===== config.mk =====
export PLATFORM = sky130hd
export DESIGN_NAME = sat_counter
export DESIGN_NICKNAME = d
export VERILOG_FILES = /design/src/rtl/fifo_stream_checker_sat_counter.sv
export SDC_FILE = /design/constraint.sdc
export NUM_CORES = 1
export LEC_CHECK = 0
export CORE_AREA = 2 2 39 41
export DETAILED_ROUTE_END_ITERATION = 16
export DIE_AREA = 0 0 41 43
export HOLD_SLACK_MARGIN = 0.03
export PLACE_DENSITY = 0.57
export SYNTH_ARGS = -nofsm -noshare
export SYNTH_HDL_FRONTEND = slang
export SYNTH_SLANG_ARGS = --single-unit

===== constraint.sdc =====
create_clock -name clk_i -period 1.2 [get_ports clk_i]
set_input_delay 0.3 -clock clk_i [delete_from_list [all_inputs] [get_ports clk_i]]
set_output_delay 0.3 -clock clk_i [all_outputs]
set_load 0.01 [all_outputs]

===== src/rtl/fifo_stream_checker_sat_counter.sv =====
// Saturating up-counter with synchronous clear; a clear and an increment
// on the same edge leave the count at one.
module sat_counter #(
    parameter int WIDTH = 8
) (
    input  logic             clk_i,
    input  logic             rst_n_i,
    input  logic             inc_i,
    input  logic             clr_i,
    output logic [WIDTH-1:0] count_o
);

    logic [WIDTH-1:0] count_q, count_d;

    always_comb begin
        count_d = clr_i ? '0 : count_q;
        if (inc_i && (count_d != '1)) begin
            count_d = count_d + WIDTH'(1);
        end
    end

    always_ff @(posedge clk_i or negedge rst_n_i) begin
        if (!rst_n_i) begin
            count_q <= '0;
        end else begin
            count_q <= count_d;
        end
    end

    assign count_o = count_q;

endmodule


==> impl_metrics.env <==
export IMPL_status="finished clean"
export IMPL_grt_use_met3_pct=1.57
export IMPL_netlist_instances=41
export IMPL_power_leakage_nw=0.327
export IMPL_grt_pass1_vias=391
export IMPL_vdd_ir_drop_max_mv=0.457
export IMPL_die_w_um=41
export IMPL_worstSetupPathType="register to register"
export IMPL_cts_sinks=8
export IMPL_required_ps=1380
export IMPL_ios=12
export IMPL_relSlewSlack_pct=74.2
export IMPL_power_w=0.000582
export IMPL_synth_distinct_cells=22
export IMPL_synth_async_reset_ratio_pct=100
export IMPL_cp_arrival_ps=1360
export IMPL_cp_start_kind="register"
export IMPL_yosys_warnings=0
export IMPL_busiest_layer="met1"
export IMPL_synth_area_um2=409
export IMPL_portBuffers=11
export IMPL_cts_tree="yes"
export IMPL_ys_flop_type="dfrtp_1"
export IMPL_grtUsageMet1_pct=20.7
export IMPL_setup_viol=0
export IMPL_htree_levels=1
export IMPL_drt_iter0_markers=3
export IMPL_synth_edf_count=0
export IMPL_skew_ps=2.72
export IMPL_grtUsageMet2_pct=19.7
export IMPL_grt_pass1_wl_um=1710
export IMPL_coreArea_mm2=0.00138
export IMPL_hold_ws_ps=339
export IMPL_antenna_cells=0
export IMPL_placed_cell_area_um2=618
export IMPL_worst_slew_pin_slew_ps=385
export IMPL_wirelength_um=1140
export IMPL_holdCritPathClass="input pin to async pin"
export IMPL_clk_latency_ps=250
export IMPL_slew_violations=0
export IMPL_dp_hpwl_um=754
export IMPL_drive_above_1_share_pct=52.9
export IMPL_cts_made_buffers=3
export IMPL_grt_antenna_before_repair=0
export IMPL_place_ws_ps=-355
export IMPL_ys_seq_elements=8
export IMPL_overflow=0
export IMPL_rsz0062_at_grt="true"
export IMPL_die_h_um=43
export IMPL_p_per_area_mw_per_mm2=864
export IMPL_drc_errors=0
export IMPL_grtUsageTotal_pct=14.5
export IMPL_worstSetupEndpointType="register"
export IMPL_finalCriticalPeriod_ps=1180
export IMPL_gp_congestion=0.715
export IMPL_utilization_pct=48.6
export IMPL_wire_per_inst_um=13.6
export IMPL_maxCapViolCount=0
export IMPL_ff_latch_area_um2=200
export IMPL_avgSynthCellArea_um2=9.98
export IMPL_final_nets=74
export IMPL_ff2ff_setup_slack_ps=20
export IMPL_multi_input_area_um2=228
export IMPL_root_buffer="clkbuf_4"
export IMPL_placementRows=14
export IMPL_clk_pin_slew_ps=50
export IMPL_largest_register_ffs=8
export IMPL_seq_area_frac_synth_pct=48.9
export IMPL_initial_utilization_pct=29.6
export IMPL_syn_nets=45
export IMPL_fmax_mhz=845
export IMPL_fin_area_um2=673
export IMPL_final_hold_viol_count=0
export IMPL_finalCritPeriodShare_pct=98.6
export IMPL_grt_max_degree=9
export IMPL_vias=421
export IMPL_fillers=145
export IMPL_cp_max_fo=4
export IMPL_worst_slack_ps=16.4
export IMPL_area_growth_pct=64.5
export IMPL_avgViaCountPerCell=5.01
export IMPL_die_area_mm2=0.00176
export IMPL_first_pass_iters=2
export IMPL_cts_buffer_depth=2
export IMPL_drtAntennaViolNets=0
## area by class of cell
class / instances / share of cell area (%)
multi-input cells: 29 / 33.8
inverters: 2 / 1.12
repair buffers: 26 / 29.0
clock buffers: 3 / 3.35
well taps: 16 / 2.97
flip-flops and latches: 8 / 29.7
## synth_stat cells (all sizes together), types with 2 or more instances
master  n  area (µm²)
a31oi   3        18.8
dfrtp   8         200
nand2   2        7.51
nand4   2        27.5
inv     2        7.51
nor3    3        15.0
and3    2        13.8
a211oi  2        15.0
a21oi   6        30.0
## where the power goes
part / internal [W] / switching [W] / total (W)
clock: 0.000114 / 0.0000862 / 0.000200
sequential: 0.000278 / 0.00000670 / 0.000285
combinational: 0.0000485 / 0.0000482 / 0.0000967
## critical path, cell delays in order, from the launching register on
cell and delay (ps):
dfrtp_1 400, buf_6 120, nand4_4 80, or3_1 390
a21oi_2 120
## cells by family (layout without fill, tap and decap cells)
group	Yosys count	count (layout)	share of synthesized area (%)
buf+inv	4	31	3.97
compound gates	13	13	19.3
simple gates	16	16	27.8
flops	8	8	48.9
## layout by cell type (no fill, tap or decap), drive strengths merged
cell            n
buf            16
clkbuf         10
dfrtp           8
a21oi           6
a31oi           3
nor3            3
and3            2
nand2           2
inv             2
nand4           2
a211oi          2
and4            1
and4b           1
and3b           1
o31ai           1
or3             1
nor4            1
o21bai          1
nand3           1
nor2            1
dlymetal6s2s    1
dlygate4sd2     1
clkdlybuf4s50   1
## final timing paths
| check | start | end | depth (start not counted) |
|---|---|---|---|
| setup / recovery | count_o[0] | count_o[5] | 4 |
| max in group asynchronous | rst_n_i | count_o[7] | 1 |
| setup reg to reg | count_o[0] | count_o[5] | 4 |
| hold / removal | rst_n_i | count_o[0] | 1 |
| min in group clk_i | clr_i | count_o[5] | 3 |
| hold reg to reg | count_o[7] | count_o[7] | 3 |
## metal layers
layer,up-vias,routed length (µm)
met5,-,0
met4,0,0
met3,0,40
met2,9,578
met1,199,519
li1,213,-
## through the flow
stage | TNS (ps) | std cells
after CTS | -18.4 | 84
after global routing | -54.3 | 84
final | 0 | 84
after detailed placement | -2340 | 77
after global placement | -2120 | 77
after floorplan | -3.33 | 41
## repair_timing
item	in CTS	in global routing
endpoints found under the hold margin	0	0
setup endpoints to repair	12	13
hold buffers	0	0
buffers inserted	4	0
pin swaps	2	7
gates resized for setup	22	15
Note: power is estimated with default switching activity, not from simulation.
